==> src/rtl/quadrilatero_rd_streamer_if.sv <==
// Bundle of the command, sequencer read-port and row-output channels of the
// read streamer. master = streamer side, slave = environment/sequencer side.
interface quadrilatero_rd_streamer_if #(
  parameter int unsigned N_REGS    = 8,
  parameter int unsigned N_ROWS    = 4,
  parameter int unsigned RLEN      = 128,
  parameter int unsigned ID_WIDTH  = 4
) ();
  localparam int unsigned RegW = (N_REGS > 1) ? $clog2(N_REGS) : 1;
  localparam int unsigned RowW = (N_ROWS > 1) ? $clog2(N_ROWS) : 1;
  localparam int unsigned NrW  = $clog2(N_ROWS) + 1;

  // Command channel
  logic                cmd_valid;
  logic                cmd_ready;
  logic [RegW-1:0]     cmd_reg;
  logic [ID_WIDTH-1:0] cmd_id;
  logic [NrW-1:0]      cmd_nrows;

  // Sequencer read port
  logic [RegW-1:0]     raddr;
  logic [RowW-1:0]     rrowaddr;
  logic [ID_WIDTH-1:0] rd_id;
  logic                rready;
  logic                rlast;
  logic                rvalid;
  logic [RLEN-1:0]     rdata;

  // Row output toward the consuming FU
  logic                row_valid;
  logic                row_ready;
  logic [RLEN-1:0]     row_data;
  logic [RowW-1:0]     row_idx;
  logic                row_last;

  modport master (
    input  cmd_valid, cmd_reg, cmd_id, cmd_nrows, rvalid, rdata, row_ready,
    output cmd_ready, raddr, rrowaddr, rd_id, rready, rlast,
           row_valid, row_data, row_idx, row_last
  );

  modport slave (
    output cmd_valid, cmd_reg, cmd_id, cmd_nrows, rvalid, rdata, row_ready,
    input  cmd_ready, raddr, rrowaddr, rd_id, rready, rlast,
           row_valid, row_data, row_idx, row_last
  );
endinterface

==> src/rtl/quadrilatero_rd_streamer.sv <==
// Read-port front end for one functional unit: walks the rows of one matrix
// register through the RF sequencer read port and buffers them in a small FIFO.
// Optional stall counter enabled by QUADRILATERO_RD_STREAMER_STATS_EN.
module quadrilatero_rd_streamer #(
  parameter int unsigned N_REGS    = 8,
  parameter int unsigned N_ROWS    = 4,
  parameter int unsigned RLEN      = 128,
  parameter int unsigned ID_WIDTH  = 4,
  parameter int unsigned OUT_DEPTH = 2
) (
  input  logic                        clk_i,
  input  logic                        rst_i,
  quadrilatero_rd_streamer_if.master  bus_io,
  output logic                        busy_o,
  output logic                        done_o,
  output logic [15:0]                 stall_cycles_o
);
  localparam int unsigned RegW = (N_REGS > 1) ? $clog2(N_REGS) : 1;
  localparam int unsigned RowW = (N_ROWS > 1) ? $clog2(N_ROWS) : 1;
  localparam int unsigned NrW  = $clog2(N_ROWS) + 1;
  localparam int unsigned PtrW = (OUT_DEPTH > 1) ? $clog2(OUT_DEPTH) : 1;
  localparam int unsigned CntW = $clog2(OUT_DEPTH + 1);

  typedef enum logic [1:0] {StIdle, StReq, StDrain} state_e;

  state_e              state_q;
  logic [RegW-1:0]     reg_q;
  logic [ID_WIDTH-1:0] id_q;
  logic [NrW-1:0]      nrows_q;
  logic [RowW-1:0]     row_cnt_q;

  logic [RLEN-1:0]      data_mem_q [OUT_DEPTH];
  logic [RowW-1:0]      idx_mem_q  [OUT_DEPTH];
  logic [OUT_DEPTH-1:0] last_mem_q;
  logic [PtrW-1:0]      wr_ptr_q, rd_ptr_q;
  logic [CntW-1:0]      cnt_q;

  logic accept, is_last, rready, grant, row_valid, pop;

  function automatic logic [PtrW-1:0] ptr_inc(input logic [PtrW-1:0] p);
    return (p == PtrW'(OUT_DEPTH - 1)) ? '0 : p + 1'b1;
  endfunction

  // Handshake decode; rready uses the pre-pop count so a full FIFO blocks requests.
  always_comb begin
    accept    = (state_q == StIdle) & bus_io.cmd_valid;
    is_last   = (NrW'(row_cnt_q) == nrows_q - NrW'(1));
    rready    = (state_q == StReq) & (cnt_q < CntW'(OUT_DEPTH));
    grant     = rready & bus_io.rvalid;
    row_valid = (cnt_q != '0);
    pop       = row_valid & bus_io.row_ready;
  end

  // Command FSM and row walker; the counter stops at nrows-1 so it never wraps.
  always_ff @(posedge clk_i or posedge rst_i) begin
    if (rst_i) begin
      state_q   <= StIdle;
      reg_q     <= '0;
      id_q      <= '0;
      nrows_q   <= '0;
      row_cnt_q <= '0;
    end else begin
      unique case (state_q)
        StIdle: begin
          if (accept) begin
            reg_q     <= bus_io.cmd_reg;
            id_q      <= bus_io.cmd_id;
            nrows_q   <= (bus_io.cmd_nrows == '0) ? NrW'(N_ROWS) : bus_io.cmd_nrows;
            row_cnt_q <= '0;
            state_q   <= StReq;
          end
        end
        StReq: begin
          if (grant) begin
            if (is_last) state_q   <= StDrain;
            else         row_cnt_q <= row_cnt_q + 1'b1;
          end
        end
        StDrain: begin
          if (cnt_q == '0) state_q <= StIdle;
        end
        default: state_q <= StIdle;
      endcase
    end
  end

  // Output FIFO: circular buffer whose head entry drives the row outputs directly.
  always_ff @(posedge clk_i or posedge rst_i) begin
    if (rst_i) begin
      for (int i = 0; i < OUT_DEPTH; i++) begin
        data_mem_q[i] <= '0;
        idx_mem_q[i]  <= '0;
      end
      last_mem_q <= '0;
      wr_ptr_q   <= '0;
      rd_ptr_q   <= '0;
      cnt_q      <= '0;
    end else begin
      if (grant) begin
        data_mem_q[wr_ptr_q] <= bus_io.rdata;
        idx_mem_q[wr_ptr_q]  <= row_cnt_q;
        last_mem_q[wr_ptr_q] <= is_last;
        wr_ptr_q             <= ptr_inc(wr_ptr_q);
      end
      if (pop) rd_ptr_q <= ptr_inc(rd_ptr_q);
      cnt_q <= cnt_q + CntW'(grant) - CntW'(pop);
    end
  end

`ifdef QUADRILATERO_RD_STREAMER_STATS_EN
  logic [15:0] stall_q;

  // Saturating count of request cycles the sequencer left ungranted.
  always_ff @(posedge clk_i or posedge rst_i) begin
    if (rst_i) begin
      stall_q <= '0;
    end else if (accept) begin
      stall_q <= '0;
    end else if (rready && !bus_io.rvalid && (stall_q != 16'hFFFF)) begin
      stall_q <= stall_q + 16'd1;
    end
  end

  assign stall_cycles_o = stall_q;
`else
  assign stall_cycles_o = '0;
`endif

  assign bus_io.cmd_ready = (state_q == StIdle);
  assign bus_io.raddr     = reg_q;
  assign bus_io.rrowaddr  = row_cnt_q;
  assign bus_io.rd_id     = id_q;
  assign bus_io.rready    = rready;
  assign bus_io.rlast     = rready & is_last;
  assign bus_io.row_valid = row_valid;
  assign bus_io.row_data  = data_mem_q[rd_ptr_q];
  assign bus_io.row_idx   = idx_mem_q[rd_ptr_q];
  assign bus_io.row_last  = last_mem_q[rd_ptr_q];
  assign busy_o           = (state_q != StIdle);
  assign done_o           = (state_q == StDrain) & (cnt_q == '0);

endmodule

==> src/flat_wrapper.sv <==
// flat-port wrapper written by rule: the top's interface ports become plain ports
module quadrilatero_rd_streamer_flat 
#(
  parameter int unsigned N_REGS    = 8,
  parameter int unsigned N_ROWS    = 4,
  parameter int unsigned RLEN      = 128,
  parameter int unsigned ID_WIDTH  = 4,
  parameter int unsigned OUT_DEPTH = 2
)
  (clk_i, rst_i, busy_o, done_o, stall_cycles_o, bus_io_cmd_valid, bus_io_cmd_reg, bus_io_cmd_id, bus_io_cmd_nrows, bus_io_rvalid, bus_io_rdata, bus_io_row_ready, bus_io_cmd_ready, bus_io_raddr, bus_io_rrowaddr, bus_io_rd_id, bus_io_rready, bus_io_rlast, bus_io_row_valid, bus_io_row_data, bus_io_row_idx, bus_io_row_last);
  quadrilatero_rd_streamer_if #(.N_REGS(N_REGS), .N_ROWS(N_ROWS), .RLEN(RLEN), .ID_WIDTH(ID_WIDTH)) bus_io_i ();
  input  logic clk_i;
  input  logic rst_i;
  output logic busy_o;
  output logic done_o;
  output logic [15:0] stall_cycles_o;
  input wire logic [$bits(bus_io_i.cmd_valid)-1:0] bus_io_cmd_valid;
  input wire logic [$bits(bus_io_i.cmd_reg)-1:0] bus_io_cmd_reg;
  input wire logic [$bits(bus_io_i.cmd_id)-1:0] bus_io_cmd_id;
  input wire logic [$bits(bus_io_i.cmd_nrows)-1:0] bus_io_cmd_nrows;
  input wire logic [$bits(bus_io_i.rvalid)-1:0] bus_io_rvalid;
  input wire logic [$bits(bus_io_i.rdata)-1:0] bus_io_rdata;
  input wire logic [$bits(bus_io_i.row_ready)-1:0] bus_io_row_ready;
  output wire logic [$bits(bus_io_i.cmd_ready)-1:0] bus_io_cmd_ready;
  output wire logic [$bits(bus_io_i.raddr)-1:0] bus_io_raddr;
  output wire logic [$bits(bus_io_i.rrowaddr)-1:0] bus_io_rrowaddr;
  output wire logic [$bits(bus_io_i.rd_id)-1:0] bus_io_rd_id;
  output wire logic [$bits(bus_io_i.rready)-1:0] bus_io_rready;
  output wire logic [$bits(bus_io_i.rlast)-1:0] bus_io_rlast;
  output wire logic [$bits(bus_io_i.row_valid)-1:0] bus_io_row_valid;
  output wire logic [$bits(bus_io_i.row_data)-1:0] bus_io_row_data;
  output wire logic [$bits(bus_io_i.row_idx)-1:0] bus_io_row_idx;
  output wire logic [$bits(bus_io_i.row_last)-1:0] bus_io_row_last;
  assign bus_io_i.cmd_valid = bus_io_cmd_valid;
  assign bus_io_i.cmd_reg = bus_io_cmd_reg;
  assign bus_io_i.cmd_id = bus_io_cmd_id;
  assign bus_io_i.cmd_nrows = bus_io_cmd_nrows;
  assign bus_io_i.rvalid = bus_io_rvalid;
  assign bus_io_i.rdata = bus_io_rdata;
  assign bus_io_i.row_ready = bus_io_row_ready;
  assign bus_io_cmd_ready = bus_io_i.cmd_ready;
  assign bus_io_raddr = bus_io_i.raddr;
  assign bus_io_rrowaddr = bus_io_i.rrowaddr;
  assign bus_io_rd_id = bus_io_i.rd_id;
  assign bus_io_rready = bus_io_i.rready;
  assign bus_io_rlast = bus_io_i.rlast;
  assign bus_io_row_valid = bus_io_i.row_valid;
  assign bus_io_row_data = bus_io_i.row_data;
  assign bus_io_row_idx = bus_io_i.row_idx;
  assign bus_io_row_last = bus_io_i.row_last;
  quadrilatero_rd_streamer #(.N_REGS(N_REGS), .N_ROWS(N_ROWS), .RLEN(RLEN), .ID_WIDTH(ID_WIDTH), .OUT_DEPTH(OUT_DEPTH)) u_core (.clk_i(clk_i), .rst_i(rst_i), .bus_io(bus_io_i), .busy_o(busy_o), .done_o(done_o), .stall_cycles_o(stall_cycles_o));
endmodule
==> config.mk <==
export PLATFORM = sky130hd
export DESIGN_NAME = quadrilatero_rd_streamer_flat
export DESIGN_NICKNAME = d
export VERILOG_FILES = /design/src/rtl/quadrilatero_rd_streamer_if.sv /design/src/rtl/quadrilatero_rd_streamer.sv /design/src/flat_wrapper.sv
export SDC_FILE = /design/constraint.sdc
export NUM_CORES = 1
export LEC_CHECK = 0
export ABC_AREA = 1
export ABC_CLOCK_PERIOD_IN_PS = 16500
export CAP_MARGIN = 0
export CORE_MARGIN = 2
export CORE_UTILIZATION = 56
export DETAILED_ROUTE_END_ITERATION = 7
export DONT_BUFFER_PORTS = 1
export GPL_TIMING_DRIVEN = 0
export PLACE_DENSITY = 0.71
export SLEW_MARGIN = 15
export SYNTH_ARGS = -nofsm -noshare
export SYNTH_HDL_FRONTEND = slang
export SYNTH_SLANG_ARGS = --single-unit
==> constraint.sdc <==
create_clock -name clk_i -period 16.5 [get_ports clk_i]
set_input_delay 2.475 -clock clk_i [delete_from_list [all_inputs] [get_ports clk_i]]
set_output_delay 2.475 -clock clk_i [all_outputs]
set_load 0.01 [all_outputs]
==> Yosys cells after proc, flatten, opt, wreduce, memory -nomap -nowiden <==
Index checks and enable logic that the tools add are counted.
{ "word_totals": {"in_bits": 143, "reg_bits": 280, "output_inout_bits": 162} }
{ "classes": {"reduce_logical": 11, "bitwise": 8, "eq_ne": 8, "n_mux": 29, "addsub": 6, "order_cmp": 7} }
{ "ops": {"columns": ["operator", "n"], "rows": [
  ["$mux W128", 4],
  ["$bwmux W256", 1],
  ["$demux W128 S1", 1],
  ["$mux W2", 11],
  ["$ne A2 B1 Y1 const B", 4],
  ["$reduce_and A4 Y1", 2],
  ["$and A1 B1 Y1", 6],
  ["$pmux W2 S3", 1],
  ["$reduce_bool A2 Y1", 3],
  ["$mux W1", 5],
  ["$bwmux W4", 1],
  ["$ge A2 B2 Y1 const B", 2],
  ["$logic_not A2 Y1", 2],
  ["$lt A1 B2 Y1 const B", 2],
  ["$not A1 Y2", 2],
  ["$pmux W2 S2", 1],
  ["$eq A2 B3 Y1", 1],
  ["$logic_not A3 Y1", 1],
  ["$mux W3", 1],
  ["$sub A3 B1 Y3 const B", 1],
  ["$add A1 B1 Y1 const B", 2],
  ["$add A2 B1 Y2", 1],
  ["$add A2 B1 Y2 const B", 1],
  ["$bwmux W2", 1],
  ["other kinds (11)", 12]
]} }

==> Logic depth before layout (Yosys ltp) <==
{ "depth": {"depth_word": 6, "depth_mapped": 9} }

==> Worst setup path after synthesis <==
OpenSTA, ideal clock, no wires.
{ "synth_timing": {"kind": "reg2out", "start": "register u_core.rd_ptr_q", "end": "output port bus_io_row_data[10]", "path_stages_with_launch": 7, "setup_slack_ns": 12.726, "arrival_ns": 1.299, "path_buffers": 3, "path_cell_list": "dfrtp_1 > clkbuf_1 > clkinv_1 > clkbuf_1 > clkbuf_1 > nand2_1 > nand2_1"} }
{ "synth_between": {"elab_chain_cells": 4} }
{ "synth_lines": {"columns": ["item", "line_no", "text"], "rows": [
  ["start: declaration", "quadrilatero_rd_streamer.sv:35", "logic [PtrW-1:0] wr_ptr_q, rd_ptr_q;"],
  ["start signal: assignment", "quadrilatero_rd_streamer.sv:105", "if (pop) rd_ptr_q <= ptr_inc(rd_ptr_q);"],
  ["$not A1 Y2 (implied by the code)", "quadrilatero_rd_streamer.sv:136", "assign bus_io.row_data = data_mem_q[rd_ptr_q];"],
  ["$mux W128 (implied by the code) (3 in a row)", "quadrilatero_rd_streamer.sv:136", null],
  ["end: declaration", "flat_wrapper.sv:31", "output wire logic [$bits(bus_io_i.row_data)-1:0] bus_io_row_data;"]
]} }
No other way between the ends. The select of a mux whose other input is x is not followed.

==> Worst setup path after layout <==
{ "layout_timing": {"start": "register u_core.rd_ptr_q", "end": "output port bus_io_row_data[56]"} }
The elaborated chain is that of the path after synthesis.

==> metrics.cfg <==
[global_routing]
overflow = 0
antenna_found_initial = 0
grt-busiest-layer = met2
grt_max_degree = 104
use_met1_pct = 34.9
first_global_vias = 9410
grt_usage_pct = 26.2
grt_util_met2_pct = 42.8
grt_pass1_wl_mm = 50.3
grtUsageMet3_pct = 7.44

[synthesis]
synth_top_cell_area_share_pct = 54.6
synth_flop_cell = dfrtp_1
synth_compound_area_share_pct = 13.3
netlist_area_um2 = 12800
synth_common_cells = nand2_1, dfrtp_1, o21ai_1
synth_area_per_cell_um2 = 8.52
yosysMostFrequentCell = nand2_1
ys_ff_latch = 280
ys_seq_area_share_pct = 54.6
synth_area_leaders = dfrtp_1, nand2_1, o21ai_2
async_flop_share_pct = 100
synth_top_family_by_area = simple AND/OR/NAND/NOR gates
synth_xor_area_share_pct = 0.410
synth_edf_count = 0
synthCells = 1505
yosys.area_share.adder_pct = 0.293
synth_simple_gate_area_share_pct = 20.6
ys_types = 24
synth_mux_area_share_pct = 0.615
yosys_warnings = 0
synth_largest_area_cell = dfrtp_1

[cts]
htreeDepth = 1
postCtsSetupRepairBufs = 0
clock-sinks = 280
cts_root_buf = clkbuf_16
clkLatencyLatePin_ns = 0.53
numCtsBuffers = 29
cts_tree = yes
post_cts_resized = 0
cts_buffer_depth = 3
worst_setup_hold_path_clk_slew_ns = 0.06
ctsHoldBuffers = 0

[timing]
maxSlewViolCount = 0
relSlewSlack_pct = 43.7
finalSetupTns_ns = 0
tightest_slew_ns = 0.845
layout_setup_ws_ns = 11.21
hold_viol = 0
finClkSkew_ns = 0.00696
rsz0062_at_grt = no
setup_violations = 0
post-route-period-util_pct = 32.1
clock.fmax_ghz = 0.189
period_needed_ns = 5.29

[die]
core_um2 = 22600
rows = 55
initial_core_util_pct = 56.8
io_pins = 305
dieArea_um2 = 24100
die_w_um = 155
die_h_um = 155

[power_and_ir_drop]
cellLeakagePower_nw = 7.69
ir_drop_uv = 121
power_density_nw_per_um2 = 211

[setup_path]
crit_top_cell = clkbuf_1
cp-startpoint = u_core.rd_ptr_q
worstSetupEndpointType = output port
crit_family = buffers and inverters
crit_end = bus_io_row_data[56]
timing.rr.end = u_core.data_mem_q[72]
slowest_delay_ns = 0.69
startpoint_type = register
path_max_fanout = 10
crit_slowest_cell = clkbuf_1
worstPathRequired_ns = 14.03
ff2ff_path_depth = 8
arrival_ns = 2.82
r2r-start = u_core.state_q[1]
r2r_slack_ns = 14.53
path_class = reg -> out
worstPathCellList = clkbuf_1 -> clkbuf_1 -> clkbuf_1 -> nand2_1 -> nand2_1
cp_num_buf_inv = 3
path_depth = 5

[hold_path]
min_path_type = reg -> reg

[detailed_routing]
dr.pass1.iters = 7
drt_iter0_markers = 743
num_vias = 9689
wl_per_cell_um = 17.3
routed_wl_mm = 32.1
viasPerCell = 5.21
drc = 0
ant_nets = 0

[place]
dpl_worst_slack_ns = 11.75
dpl_cell_area_um2 = 13300
gp_congestion = 0.809
dp_cells = 1807
portBuffers = 0
post-dp-hpwl_mm = 22.0

[job]
drv_cap = 0

[cells_and_area]
layout-drive-gt1-share_pct = 13.9
fin_nets = 1699
synthToLayoutAreaGrowth_pct = 11.5
final_area_um2 = 14300
antennaDiodeCount = 0
stdcell_count = 1859

[status]
outcome = completed

-- metrics by stage --
step | utilization, % | power, mW | hold WS, ns
floorplan | - | 2.05 | 0.455
global placement | 58.6 | 2.31 | 0.464
detailed placement | 58.9 | 2.35 | 0.467
CTS | 63.3 | 3.04 | 0.483
global route | 63.3 | 3.24 | 0.493
finish | 63.3 | 3.02 | 0.481
-- cells by family (layout without fill, tap and decap cells) --
logic type	count (synthesis)	in the layout
compound gates	267	267
xor+xnor	6	6
simple gates	693	693
other cells	1	16
mux	7	7
flops	280	280
buf+inv	248	302
fa+ha+maj	3	3
-- per-layer routing --
| layer | routed length (um) | vias up | part of all wire [%] |
|---|---|---|---|
| li1 | - | 4706 | - |
| met1 | 13600 | 4591 | 42 |
| met2 | 15000 | 344 | 47 |
| met3 | 2790 | 48 | 8.7 |
| met4 | 756 | 0 | 2.4 |
| met5 | 0 | - | 0 |
-- power by group --
group / internal [mW] / leakage (nW) / switching, mW
Combinational: 0.376 / 3.67 / 0.805
Clock: 0.416 / 0.495 / 0.266
Sequential: 0.995 / 3.52 / 0.164
Total: 1.79 / 7.69 / 1.24
-- worst register-to-register path: stages, from the launching register on --
cell	delay (ns)
dfrtp_1	0.42
nor2_2	0.19
inv_2	0.07
nor3_4	0.34
nand2_4	0.24
buf_6	0.25
buf_6	0.17
nand2_1	0.08
o21ai_1	0.07
-- flip-flops by register name, summed over array words and instances (netlist names) --
name / count
u_core.data_mem_q: 256
u_core.bus_io.rd_id: 4
u_core.idx_mem_q: 4
u_core.bus_io.raddr: 3
u_core.nrows_q: 3
u_core.bus_io.rrowaddr: 2
u_core.cnt_q: 2
u_core.last_mem_q: 2
u_core.state_q: 2
u_core.rd_ptr_q: 1
u_core.wr_ptr_q: 1
-- cell type report --
cell class | count | area (um^2)
sequential | 280 | 7010
timing repair buffer | 2 | 55.1
buffer | 103 | 747
inverter | 145 | 552
fill | 2007 | 8270
clock buffer | 42 | 845
tap | 285 | 357
multi-input combinational | 992 | 4580
clock inverter | 10 | 154
-- how the worst min path moves through the flow --
| stage | to | slack (ns) | cells past startpoint | start |
|---|---|---|---|---|
| after floorplan | u_core.data_mem_q[0] | 0.45 | 2 | u_core.data_mem_q[0] |
| after global placement | u_core.data_mem_q[1] | 0.46 | 2 | u_core.data_mem_q[1] |
| after detailed placement | u_core.data_mem_q[0] | 0.47 | 2 | u_core.data_mem_q[0] |
| after CTS | u_core.data_mem_q[17] | 0.48 | 2 | u_core.data_mem_q[17] |
| after global routing | u_core.data_mem_q[6] | 0.49 | 2 | u_core.data_mem_q[6] |
| final | u_core.data_mem_q[192] | 0.48 | 2 | u_core.data_mem_q[192] |
-- placed cells by master, fill, tap and decap left out, types with 2 or more instances in the layout --
cell | Yosys | routed
nand4_1 | 2 | 2
o21ai_0 | 2 | 2
buf_6 | 40 | 40
clkbuf_1 | 44 | 50
buf_1 | 3 | 3
inv_1 | 142 | 141
clkinv_2 | 0 | 5
mux2_2 | 7 | 7
nor2_1 | 10 | 10
o21ai_2 | 100 | 100
xnor2_1 | 3 | 3
inv_2 | 2 | 2
xor2_1 | 3 | 3
nand3_1 | 4 | 4
a21oi_1 | 3 | 3
clkbuf_8 | 0 | 7
nand2_1 | 673 | 673
nand2_4 | 2 | 2
buf_4 | 16 | 16
ha_1 | 3 | 3
conb_1 | 1 | 16
dfrtp_1 | 280 | 280
clkbuf_16 | 0 | 29
bufinv_16 | 0 | 4
o21ai_1 | 162 | 162
buf_16 | 0 | 2
(Power assumes the default switching activity.)
